==> config.mk <==
export PLATFORM = sky130hd
export DESIGN_NAME = collision_event_ctrl
export DESIGN_NICKNAME = d
export VERILOG_FILES = /design/src/rtl/collision_event_ctrl.sv
export SDC_FILE = /design/constraint.sdc
export NUM_CORES = 1
export LEC_CHECK = 0
export ABC_AREA = 1
export CORE_UTILIZATION = 50
export CTS_BUF_LIST = sky130_fd_sc_hd__clkbuf_4 sky130_fd_sc_hd__clkbuf_8 sky130_fd_sc_hd__clkbuf_16
export DETAILED_ROUTE_END_ITERATION = 6
export GPL_TIMING_DRIVEN = 1
export PLACE_DENSITY = 0.79
export SYNTH_ARGS = -nofsm -noshare
export SYNTH_HDL_FRONTEND = slang
export SYNTH_SLANG_ARGS = --single-unit
==> constraint.sdc <==
create_clock -name clk -period 1.7 [get_ports clk]
set_input_delay 0.34 -clock clk [delete_from_list [all_inputs] [get_ports clk]]
set_output_delay 0.34 -clock clk [all_outputs]
set_load 0.01 [all_outputs]
==> src/rtl/collision_event_ctrl.sv <==
// collision_event_ctrl: collects per-pixel collision strobes during a video
// frame and commits them at startOfFrame as clean per-frame events. Also
// owns the lives counter, post-hit freeze/invulnerability timers and the
// game-over state.
module collision_event_ctrl #(
  parameter int START_LIVES   = 3,
  parameter int LIVES_W       = 3,
  parameter int INVULN_FRAMES = 60,
  parameter int FREEZE_FRAMES = 30,
  parameter int CNT_W         = 7
) (
  input  logic               clk,
  input  logic               resetN,
  input  logic               startOfFrame,
  input  logic               restart,
  input  logic               charCrashLeft,
  input  logic               charCrashRight,
  input  logic               arrowHitTop,
  input  logic               arrowHitBubble,
  input  logic               bubbleHitChar,
  input  logic               bubbleSplitAck,
  output logic               charBlockLeft,
  output logic               charBlockRight,
  output logic               arrowKill,
  output logic               bubbleSplitReq,
  output logic               lifeLost,
  output logic               freeze,
  output logic               invulnerable,
  output logic [LIVES_W-1:0] livesLeft,
  output logic               gameOver
);

  typedef enum logic [1:0] {
    ST_RUN  = 2'd0,
    ST_HIT  = 2'd1,
    ST_OVER = 2'd2
  } state_t;

  localparam logic [CNT_W-1:0]   CNT_ZERO    = {CNT_W{1'b0}};
  localparam logic [CNT_W-1:0]   CNT_ONE     = CNT_W'(1);
  localparam logic [CNT_W-1:0]   INV_LOAD    = CNT_W'(INVULN_FRAMES);
  localparam logic [CNT_W-1:0]   FRZ_LOAD    = CNT_W'(FREEZE_FRAMES);
  localparam logic [LIVES_W-1:0] LIVES_ZERO  = {LIVES_W{1'b0}};
  localparam logic [LIVES_W-1:0] LIVES_ONE   = LIVES_W'(1);
  localparam logic [LIVES_W-1:0] LIVES_START = LIVES_W'(START_LIVES);

  state_t             state_q, state_d;
  logic               fl_q, fl_d, fr_q, fr_d, ftop_q, ftop_d;
  logic               fab_q, fab_d, fhit_q, fhit_d;
  logic               cbl_q, cbl_d, cbr_q, cbr_d;
  logic               akill_q, akill_d, req_q, req_d, lost_q, lost_d;
  logic               freeze_q, gover_q, inv_out_q;
  logic [LIVES_W-1:0] lives_q, lives_d;
  logic [CNT_W-1:0]   inv_cnt_q, inv_cnt_d, frz_cnt_q, frz_cnt_d;
  logic [LIVES_W-1:0] lives_dec_s;

  // Saturating decrement of the lives counter.
  assign lives_dec_s = (lives_q != LIVES_ZERO) ? (lives_q - LIVES_ONE) : LIVES_ZERO;

  // Next-state logic: flag accumulation, frame commit, timers and FSM.
  always_comb begin
    // A strobe on the SOF cycle belongs to the next frame's flags.
    if (startOfFrame) begin
      fl_d   = charCrashLeft;
      fr_d   = charCrashRight;
      ftop_d = arrowHitTop;
      fab_d  = arrowHitBubble;
      fhit_d = bubbleHitChar;
    end else begin
      fl_d   = fl_q   | charCrashLeft;
      fr_d   = fr_q   | charCrashRight;
      ftop_d = ftop_q | arrowHitTop;
      fab_d  = fab_q  | arrowHitBubble;
      fhit_d = fhit_q | bubbleHitChar;
    end

    state_d   = state_q;
    cbl_d     = cbl_q;
    cbr_d     = cbr_q;
    akill_d   = 1'b0;
    lost_d    = 1'b0;
    lives_d   = lives_q;
    inv_cnt_d = inv_cnt_q;
    frz_cnt_d = frz_cnt_q;
    // Pending request drops the cycle after an ack; an ack without a request is ignored.
    req_d     = req_q & ~bubbleSplitAck;

    // Invulnerability timer counts frames in every state; loads below override.
    if (startOfFrame && (inv_cnt_q != CNT_ZERO)) begin
      inv_cnt_d = inv_cnt_q - CNT_ONE;
    end else begin
      inv_cnt_d = inv_cnt_q;
    end

    if (state_q == ST_OVER) begin
      cbl_d = 1'b0;
      cbr_d = 1'b0;
      req_d = 1'b0;
      if (restart) begin
        lives_d   = LIVES_START;
        inv_cnt_d = CNT_ZERO;
        frz_cnt_d = CNT_ZERO;
        fl_d      = 1'b0;
        fr_d      = 1'b0;
        ftop_d    = 1'b0;
        fab_d     = 1'b0;
        fhit_d    = 1'b0;
        state_d   = ST_RUN;
      end else begin
        state_d = ST_OVER;
      end
    end else if (startOfFrame) begin
      cbl_d   = fl_q;
      cbr_d   = fr_q;
      akill_d = fab_q | ftop_q;
      // A split while one is already pending is dropped.
      if (fab_q && !req_q) begin
        req_d = 1'b1;
      end else begin
        req_d = req_q & ~bubbleSplitAck;
      end

      if (state_q == ST_HIT) begin
        if (frz_cnt_q <= CNT_ONE) begin
          frz_cnt_d = CNT_ZERO;
          state_d   = ST_RUN;
        end else begin
          frz_cnt_d = frz_cnt_q - CNT_ONE;
        end
      end else begin
        frz_cnt_d = frz_cnt_q;
      end

      // Life loss only when running and not protected by invulnerability.
      if (fhit_q && (inv_cnt_q == CNT_ZERO) && (state_q == ST_RUN)) begin
        lives_d   = lives_dec_s;
        lost_d    = 1'b1;
        inv_cnt_d = INV_LOAD;
        frz_cnt_d = FRZ_LOAD;
        if (lives_dec_s == LIVES_ZERO) begin
          state_d = ST_OVER;
        end else begin
          state_d = ST_HIT;
        end
      end else begin
        lost_d = 1'b0;
      end
    end else begin
      state_d = state_q;
    end
  end

  // State, flags, timers and registered outputs.
  always_ff @(posedge clk or negedge resetN) begin
    if (!resetN) begin
      state_q   <= ST_RUN;
      fl_q      <= 1'b0;
      fr_q      <= 1'b0;
      ftop_q    <= 1'b0;
      fab_q     <= 1'b0;
      fhit_q    <= 1'b0;
      cbl_q     <= 1'b0;
      cbr_q     <= 1'b0;
      akill_q   <= 1'b0;
      req_q     <= 1'b0;
      lost_q    <= 1'b0;
      freeze_q  <= 1'b0;
      gover_q   <= 1'b0;
      inv_out_q <= 1'b0;
      lives_q   <= LIVES_START;
      inv_cnt_q <= CNT_ZERO;
      frz_cnt_q <= CNT_ZERO;
    end else begin
      state_q   <= state_d;
      fl_q      <= fl_d;
      fr_q      <= fr_d;
      ftop_q    <= ftop_d;
      fab_q     <= fab_d;
      fhit_q    <= fhit_d;
      cbl_q     <= cbl_d;
      cbr_q     <= cbr_d;
      akill_q   <= akill_d;
      req_q     <= req_d;
      lost_q    <= lost_d;
      freeze_q  <= (state_d != ST_RUN);
      gover_q   <= (state_d == ST_OVER);
      inv_out_q <= (inv_cnt_d != CNT_ZERO);
      lives_q   <= lives_d;
      inv_cnt_q <= inv_cnt_d;
      frz_cnt_q <= frz_cnt_d;
    end
  end

  assign charBlockLeft  = cbl_q;
  assign charBlockRight = cbr_q;
  assign arrowKill      = akill_q;
  assign bubbleSplitReq = req_q;
  assign lifeLost       = lost_q;
  assign freeze         = freeze_q;
  assign invulnerable   = inv_out_q;
  assign livesLeft      = lives_q;
  assign gameOver       = gover_q;

endmodule

; Yosys cells after proc, flatten, opt, wreduce, memory -nomap -nowiden
; Cells that the tools add are included.
[word_totals]
inputBits = 10
register_bits = 32
out_inout_bits = 11
word_cells = 100
[classes]
n_lt_le_gt_ge = 1
bitwise_logic = 8
addsub = 3
n_reduce_logical = 17
mux = 50
n_eq_ne = 4
[op_table]
columns = op, n
row1 = $mux 7, 11
row2 = $mux 1, 27
row3 = $mux 3, 5
row4 = $mux 2, 7
row5 = $reduce_bool 7->1, 2
row6 = $sub 7x1->7 const B, 2
row7 = $le 7x1->1 const B, 1
row8 = $logic_not 7->1, 1
row9 = $or 1x1->1, 6
row10 = $reduce_and 3->1, 2
row11 = $reduce_bool 2->1, 3
row12 = $reduce_bool 3->1, 2
row13 = $eq 2x2->1 const B, 2
row14 = $logic_and 1x1->1, 4
row15 = $logic_not 3->1, 1
row16 = $sub 3x1->3 const B, 1
row17 = $eq 2x1->1 const B, 1
row18 = $logic_not 2->1, 1
row19 = $ne 2x2->1 const B, 1
row20 = $and 1x1->1, 1
row21 = $logic_not 1->1, 1
row22 = $not 1->1, 1

; Depth between registers and ports, before layout
; Gate-level depths: netlist of run 1.
[logic_depth]
word_depth = 8
ltp_mapped = 13
ltp_nobuf = 13

; Worst setup path before layout of run 1
; Ideal clock, no wire load.
[synth_timing]
kind = flip-flop to flip-flop
start = reg inv_cnt_q[0]
end = reg inv_out_q (netlist: invulnerable)
period_less_slack_ps = 1692
arrival_time_ps = 1573
setup_slack_ps = 8
path_stages_with_launch = 14
required_ps = 1581
n_path_buf = 0
setup_ps = 119
cell_sequence = dfrtp_1 > inv_1 > ha_1 > inv_1 > nor2_1 > nand3_4 > nor2_8 > nand2_4 > nand2_4 > inv_2 > nand2_1 > nand2_1 > nor2_1 > nand2_1
[synth_between]
elab_chain_cells = 7
word_cells_on_any_way = 12
classes_between = add/sub: 1 / mux: 5 / reduce/logical: 6
[synth_lines]
columns = item, line
row1 = from (decl), 54  ; logic [CNT_W-1:0] inv_cnt_q, inv_cnt_d, frz_cnt_q, frz_cnt_d;
row2 = from (signal assigned), 189  ; inv_cnt_q <= inv_cnt_d;
row3 = branches (longest 5 deep; another with $sub 7x1->7), n/a
row4 = $mux 7 *, 95  ; if (state_q == ST_OVER) begin
row5 = $reduce_bool 7->1 *, 187  ; inv_out_q <= (inv_cnt_d != CNT_ZERO);
row6 = to (signal assigned), 187
row7 = to (decl), 52  ; logic freeze_q, gover_q, inv_out_q;
; Mark *: on every way between the ends.
; A chain may end at the register's enable or synchronous reset.

; Worst setup path after layout of run 1
[layout_timing]
start = reg inv_cnt_q[1]
end = reg frz_cnt_q[6]
[layout_between]
elab_chain_cells = 6
word_cells_on_any_way = 8
classes_between = mux: 3 / reduce/logical: 5
[layout_lines]
columns = item, line
row1 = $logic_not 7->1 *, 135  ; if (fhit_q && (inv_cnt_q == CNT_ZERO) && (state_q == ST_RUN)) begin
row2 = $logic_and 1x1->1 * (2 in a row), 135
row3 = $mux 7, 135
row4 = $mux 7, 112  ; end else if (startOfFrame) begin
row5 = $mux 7, 95
row6 = to (signal assigned), 190  ; frz_cnt_q <= frz_cnt_d;
row7 = to (decl), 54
; Every way passes the cells marked *; elsewhere a longest branch is shown, timed or not. The select of a mux whose other input is x is not followed.

==> run metrics, run 1 <==
total track usage=23.9%; final critical-path share of the clock period=99.1%; HPWL after detailed placement=2980 um; Final #Nets=299; crit-path cells=inv_2 > ha_4 > inv_2 > nor2_4 > nand3_4 > nor2_8 > nor2_4 > nor3_4 > buf_6 > nand3_2 > o21ai_2; clock latency on the worst-skew pair=0.34 ns; most common cell after layout, fill and taps aside=nand2_1; layout cells sized above 1=23.5%; Met2 Routed Length=1940 um; Port-buffer cells=20; ys async rst share=100%; Switching Share=44.4%; syn_nets=246; crit start category=flip-flop; number of vias per cell=5.11; Final Hold Viols=0; commonest non-fill, non-tap cells in the layout=nand2_1, dfrtp_1, nor2_1; slew margin rel.=69.9%; dpl ws=-0.0768 ns; total detailed-routing wirelength=4180 um; vias in the first global route=1,505; clock root buffer master=clkbuf_4; Worst-Margin Slew=0.450 ns; Synthesis Warnings=0; post-synthesis register bit count=32; fin util=70.9%; hold slack=0.305 ns; Die W=62.1 um; register share of total power=30.1%; GR Overflow Total=0; H-tree Lvls=2; crit path kind=flip-flop to flip-flop; Worst setup EP type=flip-flop; row count=21; Mapped Area=0.00180 mm^2; initial DRC count=117; met3 wire length=276 um; status=finished clean; Final GP Congestion=0.894; Initial Util=53.2%; Final Power=3.90 mW; Hold Path Class=primary input to asynchronous set/reset pin; total core area=0.00339 mm^2; Pwr Density=1620 mW/mm^2; Main synth FF type=dfrtp_1; critical path peak fanout=5; part of the power in combinational logic=57.6%; Worst setup startpoint=inv_cnt_q[1]; die height=62.1 um; antenna violations before repair=0; crit-path max cell delay=0.41 ns; Worst EP required=1.95 ns; Final Critical Period=1.68 ns; Synth-to-Final Area Change=33.4%; CTS tree=yes; Bufs on Longest Clock Path=2; RSZ-0062 raised after global routing=true; max-cap viol count=0; DIE AREA=0.00385 mm^2; max layer used=met4; cell count after synthesis=227; P_leak=1.25 nW; switching power=1.73 mW; diodes inserted=0; CTS buffer count=5; Clock Skews=0.0168 ns; drt drc=0; worst vdd ir=0.000958 V; clk sinks=32; critical path data arrival time=1.94 ns; Max Freq=594 MHz; reg2reg path depth=11; met1 WL=1850 um; Reg clk slew, reported paths=0.10 ns; worst r2r src=inv_cnt_q[1]; I/O pin count=21; Slew Viols, Final=0; antenna viol nets, final=0; Vias=1,672; drt first pass iters=4; Pint=2.17 mW; Seq/Total Area, Yosys=44.6%; first-pass GRT wire length=6490 um; mean post-synth cell area=7.94 um^2; Avg WL per Cell=12.8 um; CP max stage cell=dfrtp_1; largest net degree at the start of global routing=15; Finish-stage setup viols=0; Post-synth EDFFs=0; Yosys cell types=25; Clock power frac=12.3%; post-route setup slack=0.0155 ns
==> kinds of logic after synthesis <==
logic type | after synthesis | share of synthesized area (%)
compound gates | 26 | 8.12
buf+inv | 34 | 7.70
flops | 32 | 44.6
xor+xnor | 5 | 2.43
simple gates | 121 | 31.0
fa+ha+maj | 9 | 6.25
==> power by group through the flow <==
stage	clock, mW	combinational (mW)	sequential, mW
floorplan	0	1.33	1.18
global placement	0	1.93	1.17
detailed placement	0	1.98	1.17
CTS	0.493	2.08	1.17
global route	0.528	2.47	1.21
finish	0.481	2.25	1.18
==> path summary, 6_finish.rpt <==
kind | endpoint | slack [ns]
setup / recovery | frz_cnt_q[6] | 0.02
hold / removal | inv_cnt_q[6] | 0.30
setup reg to reg | frz_cnt_q[6] | 0.02
hold reg to reg | livesLeft[1] | 0.49
max in group asynchronous | arrowKill | 0.84
min in group clk | livesLeft[1] | 0.49
==> worst max-delay path, delay by kind of cell, from the launching register on <==
| kind | cells | cell delay [ns] |
|---|---|---|
| fa+ha+maj | 1 | 0.14 |
| compound gates | 1 | 0.08 |
| flops | 1 | 0.41 |
| simple gates | 6 | 0.71 |
| buf+inv | 3 | 0.28 |
==> metal layers <==
layer / vias up / track usage (%)
li1: 822 / -
met1: 758 / 32.1
met2: 75 / 36.8
met3: 17 / 5.59
met4: 0 / 10.8
met5: - / 0
==> Yosys cell counts (2+ instances only) <==
cell | instances | area (um^2)
dfstp_2 | 2 | 52.6
o22ai_1 | 5 | 31.3
nand2_1 | 61 | 229
nand4_1 | 4 | 25.0
nand2_4 | 2 | 22.5
o21ai_0 | 9 | 45.0
nand3_1 | 16 | 80.1
nor2_1 | 30 | 113
a21oi_1 | 9 | 45.0
ha_1 | 9 | 113
xor2_1 | 4 | 35.0
inv_1 | 30 | 113
nor2_2 | 3 | 18.8
dfrtp_1 | 30 | 751
inv_2 | 2 | 7.51
a22o_1 | 2 | 17.5
==> state kept, by name (all words and copies together), names as in the netlist, 2 cells and up <==
signal and count:
state_q 2, livesLeft 3, inv_cnt_q 7, frz_cnt_q 7
==> per-stage QoR <==
step	setup TNS, ns	cells	cell area, um^2
global placement	-0.0484	316	2230
global route	-0.706	327	2400
floorplan	0	227	1800
detailed placement	-0.534	316	2230
finish	0	327	2400
CTS	-0.0180	326	2340
==> final cells by class <==
type                       instances  area, um^2
fill                             264         985
multi-input combinational        161         936
sequential                        32         803
timing repair buffer              48         419
inverter                          32         123
clock buffer                       7        58.8
tap                               46        57.6
clock inverter                     1        7.51
==> what timing repair did <==
action	4_1_cts	5_1_grt
setup endpoints to repair	16	21
setup buffers	2	1
hold buffers	0	0
pin swaps	5	6
gates resized for setup	17	15
Power figures use the tool's default switching activity.
==> run 2, diff against run 1 <==
HOLD_SLACK_MARGIN = 0.15   (was not set)
==> results of run 2 <==
Same layout as run 1: the final DEF is identical, and so are final timing and power.
==> variant 1, RTL diff (flow settings as in run 2) <==
The parameter `LIVES_W` goes from 3 to 6.
--- a/src/rtl/collision_event_ctrl.sv
+++ b/src/rtl/collision_event_ctrl.sv
@@ -6,3 +6,3 @@
   parameter int START_LIVES   = 3,
-  parameter int LIVES_W       = 3,
+  parameter int LIVES_W       = 6,
   parameter int INVULN_FRAMES = 60,
Ports: changed (resized livesLeft); port bits go from 21 to 24. No check against the original RTL was run, so the function may have changed too.
==> variant 1 against run 2 <==
The flow now finishes with violations (negative setup slack); cell area up 13%; total power grew 21%; combinational power rose by 17%; first-iteration DRC count up 4.3%; synthesized area is 7.8% higher; wire length up 16%; sequential cell count rose by 3; critical endpoint is now freeze; cell count increased by 11%; worst setup slack worse by 29 ps.
==> variant 1: results (changes against run 2) <==
sta:
  fin_worst_skew_ps: 10.4  # -6.43 ps
  setup_viol: 1  # +1
  finalSetupTns_ps: -13.4  # -13.4 ps
  whs_ps: 444  # +139 ps
  setup_ws_ps: -13.4  # -28.8 ps
pwr:
  p_leak_nw: 1.34  # +7.3%
  peakVddDrop_mv: 0.894  # -6.6%
synth:
  yosys-top-cells-area: "dfrtp_1 (42%), nand2_1 (12%), nor2_1 (7.5%), inv_1 (6.9%), ha_1 (5.1%)"
  syn_nets: 272  # +11%
  synth_compound_area_frac: 0.116  # +0.0346
  synthAdderAreaFrac: 0.0515  # -0.0110
  synthTopCellsByCount: "nand2_1 (60), nor2_1 (39), inv_1 (36)"
  synth_xor_area_frac: 0.0270  # +0.00274
  avgSynthCellArea_um2: 7.65  # -3.6%
run_status:
  outcome: "finished with violations"
  violations: "negative setup slack"
setup_path:
  max_stage_delay_ps: 390  # -20 ps
  critical_path_arrival_ps: 1900  # -40 ps
final_layout:
  finalNonFillerCells: 364  # +11%
  drive_gt1_frac: 0.253  # +0.0183
  fin_nets: 333  # +11%
  fill_cells: 293  # +11%
drt:
  detail_route.wl_per_cell_um: 13.3  # +4.0%
  first_pass_iters: 5  # +1
  vias: 1887  # +13%
clocking:
  insertion_delay_ps: 300  # -40 ps
  clk_pin_slew_ps: 80  # -20 ps
  root_buffer: "clkbuf_8"
grt:
  grtUsageMet2: 0.380  # +0.0125
  met3_usage: 0.0571  # +0.00124
  grt_pass1_wl_mm: 7.54  # +16%
  grt_max_degree: 36  # +21
  grt_pass1_vias: 1726  # +15%
placement:
  finalWeightedCongestion: 0.849  # -5.1%
  place_hpwl_mm: 3.26  # +9.3%
  place_ws_ps: -118  # -41.4 ps
  place_inst: 351  # +11%
  port_buffers: 23  # +15%
## variant 1: cell type report
type	instances	area [µm²]	area share
clock buffers	5	68.8	0.0253
inverters	37	139	0.0510
repair buffers	56	487	0.179
well taps	48	60.1	0.0221
clock inverters	3	43.8	0.0161
multi-input cells	180	1050	0.384
flip-flops and latches	35	878	0.323
## variant 1: power breakdown
group	switching [mW]	leakage, nW	total, mW	internal [mW]
logic	1.46	0.844	2.64	1.18
clock network	0.324	0.0581	0.760	0.436
registers	0.192	0.442	1.31	1.12
total	1.97	1.34	4.71	2.74
## variant 1: layer usage
layer	vias to the layer above	routed length, µm
met3	11	272
li1	931	-
met2	67	2360
met4	0	101
met1	878	2110
met5	-	0
## variant 1: repair_timing
item / CTS / global route
resized for setup: 19 / 30
pin swaps: 6 / 14
setup endpoints to repair: 15 / 22
buffers inserted: 0 / 6
==> variant 2, RTL diff (flow settings as in run 2) <==
Made on the original files. Re-encode `state_t` (3 states) as one-hot, 3 bits wide.
--- a/src/rtl/collision_event_ctrl.sv
+++ b/src/rtl/collision_event_ctrl.sv
@@ -32,6 +32,6 @@
 
-  typedef enum logic [1:0] {
-    ST_RUN  = 2'd0,
-    ST_HIT  = 2'd1,
-    ST_OVER = 2'd2
+  typedef enum logic [2:0] {
+    ST_RUN  = 3'b001,
+    ST_HIT  = 3'b010,
+    ST_OVER = 3'b100
   } state_t;
Formal check against the unedited RTL: no difference found for any inputs over 10 cycles, from zero or initial values and one cycle with resetN low; not proved beyond that.
==> variant 2 against run 2 <==
Via count grew 2.2%; wire length is 3.2% lower; sequential cell count rose by 1; cell area rose by 2.9%; synthesized area up 5.4%; total power down 16%; die area up 5.2%; critical path type unchanged; worst setup slack better by 41 ps.
==> variant 2: results (changes against run 2) <==
setup_path:
  max_stage_delay_ps: 430  # +20 ps
  critical_path_arrival_ps: 1800  # -140 ps
synth:
  ys_seq_area_frac: 0.436  # -0.00905
  avgSynthCellArea_um2: 8.16  # +2.7%
pwr:
  p_leak_nw: 1.28  # +2.4%
drt:
  wl_met2_mm: 2.01  # +3.5%
  first_pass_iters: 5  # +1
  dr_wl_met3_um: 251  # -9.1%
  detail_route.wl_per_cell_um: 12.2  # -4.3%
  drt-initial-drc-count: 115  # -1.7%
  wl_met1_mm: 1.68  # -9.1%
  avgViaCountPerCell: 5.16  # +0.98%
placement:
  place_hpwl_mm: 2.87  # -3.9%
  finalWeightedCongestion: 0.864  # -3.4%
  place_ws_ps: -84.7  # -7.83 ps
  place_inst: 318  # +0.63%
final_layout:
  fill_cells: 290  # +9.8%
  fin_nets: 297  # -0.67%
  drive_gt1_frac: 0.254  # +0.0195
run_status:
  outcome: "finished, final reports clean"
sta:
  fin_worst_skew_ps: 3.08  # -13.7 ps
grt:
  grt_usage: 0.228  # -0.0109
  grt_pass1_vias: 1670  # +11%
  grt_pass1_wl_mm: 7.09  # +9.3%
  grt_max_degree: 34  # +19
## variant 2: cell count changes after synthesis, moves of 3 or more
cell,run 2,this run
nand2_1,61,45
nor2_1,30,22
nor2_4,1,5
o22ai_2,0,3
nor3_1,1,4
ha_1,9,5
inv_1,30,44
nand3_1,16,21
a21oi_1,9,6
buf_2,0,3
o22ai_1,5,1
## variant 2: cells by family after synthesis
kind of cell	after synthesis	synth area share
simple gates	118	0.327
flops	33	0.436
compound gates	27	0.0974
xor+xnor	2	0.00922
buf+inv	48	0.0968
fa+ha+maj	5	0.0329
## variant 2: worst paths after layout
kind	start	end	slack [ps]	cells past startpoint
worst max-delay path	inv_cnt_q[3]	invulnerable	60	10
worst min-delay path	resetN	frz_cnt_q[4]	410	2
worst max register to register	inv_cnt_q[3]	invulnerable	60	10
worst min register to register	fab_q	bubbleSplitReq	510	2
max in group asynchronous	resetN	state_q[0]	1050	2
min in group clk	fab_q	bubbleSplitReq	510	2
## variant 2: stage by stage
stage / total power [mW] / area (µm²) / hold slack [ps]
after floorplan: 2.04 / 1900 / 44.4
after global routing: 3.54 / 2470 / 428
after CTS: 3.13 / 2400 / 418
after detailed placement: 2.54 / 2310 / 491
after global placement: 2.51 / 2310 / 479
final: 3.27 / 2470 / 411
## variant 2: repair_timing
item / CTS / global route
hold endpoints to repair: 0 / 0
setup buffers: 0 / 4
endpoints found under the setup margin: 5 / 13
gates resized for setup: 5 / 10
pin swaps: 0 / 7
hold buffers: 0 / 0
gates cloned: 0 / 1
## variant 2: routing by layer
| metal | global-route usage | up-vias |
|---|---|---|
| li1 | - | 842 |
| met1 | 0.280 | 783 |
| met5 | 0 | - |
| met2 | 0.391 | 66 |
| met4 | 0.0795 | 0 |
| met3 | 0.0507 | 18 |
## variant 2: final cells by class
class	instances	area, µm²	area share
sequential	33	830	0.335
clock inverter	2	10.0	0.00405
clock buffer	6	76.3	0.0309
tap	48	60.1	0.0243
timing repair buffer	44	390	0.158
inverter	45	169	0.0683
multi-input combinational	153	938	0.379
## variant 2: report_power, final
| group | internal (mW) | switching [mW] |
|---|---|---|
| Combinational | 0.689 | 0.827 |
| Sequential | 1.00 | 0.173 |
| Clock | 0.299 | 0.277 |
## variant 2: worst reg2reg max path, stage by stage (launching register included)
cell and delay [ps]:
dfrtp_1 430, nor2_4 170, nand2_1 130, nor2_4 140, nand2_2 80, nand2_2 100
nand2_4 90, nand2_2 80, nand2_1 50, nor2_1 140, nand3_1 100
